File: config.mk
export PLATFORM = sky130hd
export DESIGN_NAME = alu_seq
export DESIGN_NICKNAME = d
export VERILOG_FILES = /design/src/rtl/alu_seq_pkg.sv /design/src/rtl/alu_seq.sv
export SDC_FILE = /design/constraint.sdc
export NUM_CORES = 1
export LEC_CHECK = 0
export ABC_CLOCK_PERIOD_IN_PS = 2300
export BUFFER_PORTS_ARGS = -buffer_cell sky130_fd_sc_hd__buf_4
export CAP_MARGIN = 40
export CELL_PAD_IN_SITES_DETAIL_PLACEMENT = 0
export CELL_PAD_IN_SITES_GLOBAL_PLACEMENT = 1
export CORE_MARGIN = 1.5
export CORE_UTILIZATION = 43
export CTS_CLUSTER_DIAMETER = 30
export CTS_CLUSTER_SIZE = 24
export DETAILED_ROUTE_END_ITERATION = 12
export MAX_ROUTING_LAYER = met4
export PLACE_DENSITY = 0.78
export SYNTH_ARGS = -nofsm -noshare
export SYNTH_HDL_FRONTEND = slang
export SYNTH_SLANG_ARGS = --single-unit
File: constraint.sdc
create_clock -name clk -period 2.3 [get_ports clk]
set_input_delay 0.23 -clock clk [delete_from_list [all_inputs] [get_ports clk]]
set_output_delay 0.23 -clock clk [all_outputs]
set_load 0.05 [all_outputs]
File: src/rtl/alu_seq_pkg.sv
// rtl/alu_seq_pkg.sv - shared constants and enums for the ALU sequencer
package alu_seq_pkg;

    // ALU command codes issued by the sequencer
    localparam logic [3:0] ALU_ADD = 4'd0;
    localparam logic [3:0] ALU_SHL = 4'd2;
    localparam logic [3:0] ALU_LSR = 4'd4;

    typedef enum logic [1:0] {
        OP_ADD16 = 2'd0,
        OP_SHL16 = 2'd1,
        OP_LSR16 = 2'd2,
        OP_MUL8  = 2'd3
    } op_e;

    typedef enum logic [2:0] {
        S_IDLE    = 3'd0,
        S_LO      = 3'd1,
        S_HI      = 3'd2,
        S_M_ADD   = 3'd3,
        S_M_SH_HI = 3'd4,
        S_M_SH_LO = 3'd5,
        S_DONE    = 3'd6
    } state_e;

    // ALU command used by the byte passes of a 2-pass operation
    function automatic logic [3:0] pass_cmd(input op_e o);
        case (o)
            OP_SHL16: pass_cmd = ALU_SHL;
            OP_LSR16: pass_cmd = ALU_LSR;
            default:  pass_cmd = ALU_ADD;
        endcase
    endfunction

endpackage

File: src/rtl/alu_seq.sv
// rtl/alu_seq.sv - multi-cycle sequencer driving an external 8-bit ALU
module alu_seq
    import alu_seq_pkg::*;
(
    input  logic        clk,
    input  logic        rst_n,
    input  logic        start,
    input  logic [1:0]  op,
    input  logic [15:0] opa,
    input  logic [15:0] opb,
    output logic        busy,
    output logic        done,
    output logic [15:0] result,
    output logic        carry,
    output logic        zero,
    output logic [3:0]  alu_cmd,
    output logic [7:0]  alu_a,
    output logic [7:0]  alu_b,
    output logic        alu_sc_i,
    input  logic [7:0]  alu_rslt,
    input  logic        alu_sc_o
);

    state_e      state_q, state_d;
    op_e         op_q, op_d;
    logic [15:0] a_q, a_d;
    logic [15:0] b_q, b_d;
    logic        c_q, c_d;
    logic [7:0]  p_hi_q, p_hi_d;
    logic [7:0]  p_lo_q, p_lo_d;
    logic [2:0]  i_q, i_d;
    logic [15:0] result_q, result_d;
    logic        carry_q, carry_d;
    logic        zero_q, zero_d;

    assign busy   = (state_q != S_IDLE);
    assign done   = (state_q == S_DONE);
    assign result = result_q;
    assign carry  = carry_q;
    assign zero   = zero_q;

    // ALU inputs derived only from registered state; parked in IDLE/DONE
    always_comb begin
        alu_cmd  = ALU_ADD;
        alu_a    = 8'd0;
        alu_b    = 8'd0;
        alu_sc_i = 1'b0;
        case (state_q)
            S_LO: begin
                alu_cmd  = pass_cmd(op_q);
                alu_a    = a_q[7:0];
                alu_b    = (op_q == OP_ADD16) ? b_q[7:0] : 8'd0;
                alu_sc_i = (op_q == OP_LSR16) ? c_q : 1'b0;
            end
            S_HI: begin
                alu_cmd  = pass_cmd(op_q);
                alu_a    = a_q[15:8];
                alu_b    = (op_q == OP_ADD16) ? b_q[15:8] : 8'd0;
                alu_sc_i = (op_q == OP_LSR16) ? 1'b0 : c_q;
            end
            S_M_ADD: begin
                alu_cmd  = ALU_ADD;
                alu_a    = p_hi_q;
                alu_b    = p_lo_q[0] ? a_q[7:0] : 8'd0;
            end
            S_M_SH_HI: begin
                alu_cmd  = ALU_LSR;
                alu_a    = p_hi_q;
                alu_sc_i = c_q;
            end
            S_M_SH_LO: begin
                alu_cmd  = ALU_LSR;
                alu_a    = p_lo_q;
                alu_sc_i = c_q;
            end
            default: ;
        endcase
    end

    // Next-state, pass result capture and final result update
    always_comb begin
        state_d  = state_q;
        op_d     = op_q;
        a_d      = a_q;
        b_d      = b_q;
        c_d      = c_q;
        p_hi_d   = p_hi_q;
        p_lo_d   = p_lo_q;
        i_d      = i_q;
        result_d = result_q;
        carry_d  = carry_q;
        zero_d   = zero_q;
        case (state_q)
            S_IDLE: begin
                if (start) begin
                    op_d   = op_e'(op);
                    a_d    = opa;
                    b_d    = opb;
                    c_d    = 1'b0;
                    i_d    = 3'd0;
                    p_hi_d = 8'd0;
                    p_lo_d = opb[7:0];
                    case (op_e'(op))
                        OP_MUL8:  state_d = S_M_ADD;
                        OP_LSR16: state_d = S_HI;
                        default:  state_d = S_LO;
                    endcase
                end
            end
            S_LO: begin
                p_lo_d = alu_rslt;
                c_d    = alu_sc_o;
                if (op_q == OP_LSR16) begin
                    result_d = {p_hi_q, alu_rslt};
                    carry_d  = alu_sc_o;
                    zero_d   = ({p_hi_q, alu_rslt} == 16'd0);
                    state_d  = S_DONE;
                end else begin
                    state_d  = S_HI;
                end
            end
            S_HI: begin
                p_hi_d = alu_rslt;
                c_d    = alu_sc_o;
                if (op_q == OP_LSR16) begin
                    state_d  = S_LO;
                end else begin
                    result_d = {alu_rslt, p_lo_q};
                    carry_d  = alu_sc_o;
                    zero_d   = ({alu_rslt, p_lo_q} == 16'd0);
                    state_d  = S_DONE;
                end
            end
            S_M_ADD: begin
                p_hi_d  = alu_rslt;
                c_d     = alu_sc_o;
                state_d = S_M_SH_HI;
            end
            S_M_SH_HI: begin
                p_hi_d  = alu_rslt;
                c_d     = alu_sc_o;
                state_d = S_M_SH_LO;
            end
            S_M_SH_LO: begin
                p_lo_d = alu_rslt;
                i_d    = i_q + 3'd1;
                if (i_q == 3'd7) begin
                    result_d = {p_hi_q, alu_rslt};
                    carry_d  = 1'b0;
                    zero_d   = ({p_hi_q, alu_rslt} == 16'd0);
                    state_d  = S_DONE;
                end else begin
                    state_d  = S_M_ADD;
                end
            end
            S_DONE: begin
                state_d = S_IDLE;
            end
            default: state_d = S_IDLE;
        endcase
    end

    // State and datapath registers; reset discards any partial result
    always_ff @(posedge clk or negedge rst_n) begin
        if (!rst_n) begin
            state_q  <= S_IDLE;
            op_q     <= OP_ADD16;
            a_q      <= 16'd0;
            b_q      <= 16'd0;
            c_q      <= 1'b0;
            p_hi_q   <= 8'd0;
            p_lo_q   <= 8'd0;
            i_q      <= 3'd0;
            result_q <= 16'd0;
            carry_q  <= 1'b0;
            zero_q   <= 1'b1;
        end else begin
            state_q  <= state_d;
            op_q     <= op_d;
            a_q      <= a_d;
            b_q      <= b_d;
            c_q      <= c_d;
            p_hi_q   <= p_hi_d;
            p_lo_q   <= p_lo_d;
            i_q      <= i_d;
            result_q <= result_d;
            carry_q  <= carry_d;
            zero_q   <= zero_d;
        end
    end

endmodule

==> flow_metrics.env <==
export IMPL_outcome="finished clean"
export IMPL_dieArea_sq_um=10100
export IMPL_start_kind="register"
export IMPL_grt_start_max_net_pins=76
export IMPL_fin_cells=575
export IMPL_synth_common_cells="dfrtp_1, mux2_2, nand2_1, a22oi_1"
export IMPL_cts_htree_levels=3
export IMPL_synthDistinctLibCells=40
export IMPL_cts_setup_buffers=0
export IMPL_max_freq_mhz=460
export IMPL_die_x_microns=101
export IMPL_final_antenna_net_count=0
export IMPL_power_w=0.00857
export IMPL_root_buffer="clkbuf_8"
export IMPL_grt_setup_unrepaired="no"
export IMPL_worstMarginPinSlew_ns=0.524
export IMPL_hold_start="opb[8]"
export IMPL_fin_crit_sh=0.946
export IMPL_yosys_warnings=0
export IMPL_yosysTopAreaCellShare=0.452
export IMPL_synth_area_top_cells="dfrtp_1, mux2_2, mux2_4"
export IMPL_synth_yosys_seq_area_share=0.458
export IMPL_worst_setup_path_end_kind="output pin"
export IMPL_start_util=0.444
export IMPL_finClkSkew_ns=0.00937
export IMPL_grt_ovfl_total=0
export IMPL_setup_viol=0
export IMPL_tns_ns=0
export IMPL_crit_fanout=25
export IMPL_core_area_sq_um=9240
export IMPL_syn_area_sq_um=4100
export IMPL_cap_viol_max_count=0
export IMPL_whs_ns=0.105
export IMPL_final_max_slew_violation_count=0
export IMPL_max_slew_margin=0.649
export IMPL_viasPerCell=5.50
export IMPL_synthMuxAreaShare=0.248
export IMPL_final_util=0.552
export IMPL_gp_congestion=0.841
export IMPL_cp_required_ns=2.07
export IMPL_synth_compound_area_frac=0.143
export IMPL_switching_share=0.450
export IMPL_fin_nets=489
export IMPL_drc=0
export IMPL_power_switching_w=0.00386
export IMPL_rr_worst_depth=5
export IMPL_synth_simple_gate_area_frac=0.0970
export IMPL_vdd_drop_max_v=0.000837
export IMPL_p_leak_nw=2.30
export IMPL_intPower_w=0.00471
export IMPL_hold_violations=0
export IMPL_ioPinCount=87
export IMPL_cts_tree="yes"
export IMPL_avgSynthCellArea_sq_um=11.4
export IMPL_synth_top_family_by_area="multiplexers"
export IMPL_drtPass1Iterations=4
export IMPL_area_delta_synth_final_pct=24.4
export IMPL_drive_above_1_share=0.437
export IMPL_powerDensity_nw_per_um2=1680
export IMPL_synth_most_common_cell="dfrtp_1"
export IMPL_arrival_ns=1.95
export IMPL_synth_edff_count=0
export IMPL_cts_made_buffers=9
export IMPL_synth_xor_area_share=0
export IMPL_reg2reg_slack_ns=0.45
export IMPL_dpl_hpwl_microns=7140
export IMPL_grt_util_all_layers=0.215
export IMPL_async_flop_share=1.00
export IMPL_ys_flop_type="dfrtp_1"
export IMPL_seqPwrFrac=0.296
export IMPL_fp_row_count=35
export IMPL_reg2reg_from="state_q[1]$_DFFE_PN0P_"
export IMPL_period_minus_slack_ns=2.18
export IMPL_worst_hold_path_endpoint="b_q[8]$_DFFE_PN0P_"
export IMPL_dieHeight_microns=101
export IMPL_grt_pass1_wl_microns=16400
export IMPL_drt_initial_drc_count=117
export IMPL_syn_instance_count=361
export IMPL_wirelength_microns=9980
export IMPL_yosys_area_top_type="dfrtp_1"
export IMPL_pwr_share_comb=0.579
export IMPL_hp_class="in2reg"
export IMPL_dp_cells=558
export IMPL_grt_pass1_vias=3120
export IMPL_clkSinkCount=75
export IMPL_antenna_found_initial=0
export IMPL_diodes=0
export IMPL_clk_path_buf_depth=2
export IMPL_p_clk_frac=0.126
export IMPL_critPathKind="reg2out"
export IMPL_wl_per_cell_microns=17.4
export IMPL_via_count=3160
export IMPL_clkLatencyLatePin_ns=0.35
export IMPL_yosys_area_share_adder=0.00610
export IMPL_ys_ff_latch=75
export IMPL_portBuffers=84
export IMPL_r2r_end="result[6]$_DFFE_PN0P_"
export IMPL_clk_pin_slew_worst_paths_ns=0.08
export IMPL_whs_path_depth=2
## per-layer routing
metal  routed length (microns)  global-route usage
met1                      4850               0.302
met2                      4470               0.312
met3                       513              0.0562
met4                       154              0.0509
met5                         0                   -
## cells in the final DEF (no fill, tap or decap), types with 8 or more instances in the layout
cell type  netlist  layout
a22o_1           8       8
a21oi_1         13      13
clkbuf_8         0      12
dfrtp_1         74      74
nor3b_1          8       8
o21ai_1          0       8
buf_4            4      96
a221o_1          8       8
mux2_4          14      14
o22ai_1         10      10
nor2_1          12      12
mux2i_1         12      12
nand2_1         31      31
mux2_2          61      61
a22oi_1         24      24
## power groups by stage
stage               clock network [W]  logic [W]  registers [W]
floorplan                           0    0.00334        0.00286
CTS                           0.00111    0.00499        0.00253
finish                        0.00108    0.00496        0.00253
global route                  0.00116    0.00533        0.00263
detailed placement                  0    0.00498        0.00256
global placement                    0    0.00492        0.00254
## kinds of logic after synthesis
family / count (synthesis)
buffers and inverters: 36
multiplexers: 87
AND/OR/NAND/NOR: 77
other: 1
flip-flops: 75
AO/OA/AOI/OAI: 83
adder cells (fa/ha/maj): 2
## layout make-up
class / instances / area, sq um
Clock inverter: 3 / 45.0
Inverter: 4 / 15.0
Clock buffer: 13 / 169
Multi-Input combinational cell: 251 / 2040
Tap cell: 129 / 161
Fill cell: 834 / 4140
Sequential cell: 75 / 1880
Timing Repair Buffer: 100 / 791
## worst max-delay path by stage
stage	end	start	cells past startpoint
4_1_cts	alu_sc_i	state_q[1]$_DFFE_PN0P_	5
6_report	alu_sc_i	state_q[1]$_DFFE_PN0P_	5
3_3_place_gp	result[6]$_DFFE_PN0P_	state_q[1]$_DFFE_PN0P_	5
5_1_grt	alu_a[2]	state_q[1]$_DFFE_PN0P_	5
3_5_place_dp	result[10]$_DFFE_PN0P_	state_q[1]$_DFFE_PN0P_	5
2_1_floorplan	alu_a[0]	state_q[1]$_DFFE_PN0P_	5
## stage by stage
step | worst slack, ns | area (sq um)
2_1_floorplan | 0.108 | 4100
3_3_place_gp | 0.480 | 4880
3_5_place_dp | 0.441 | 4880
4_1_cts | 0.0916 | 5100
5_1_grt | 0.0140 | 5100
6_report | 0.124 | 5100
## registers in the layout, indices dropped and copies added, names as in the netlist
| signal | count |
|---|---|
| a_q | 16 |
| b_q | 16 |
| result | 16 |
| p_hi_q | 8 |
| p_lo_q | 8 |
| i_q | 3 |
| state_q | 3 |
| op_q | 2 |
| c_q | 1 |
| carry | 1 |
| zero | 1 |
## worst max-delay path, stage by stage (launching register included)
cell and delay [ns]:
dfrtp_1 0.34, buf_4 0.25, or3b_4 0.52, o22ai_1 0.15
and2_1 0.14, buf_4 0.19
## what timing repair did
action | 4_1_cts | 5_1_grt
setup endpoints to repair | 0 | 1
resized for setup | 0 | 1
hold buffers | 1 | 0
hold endpoints to repair | 74 | 0
(Power assumes the default switching activity.)
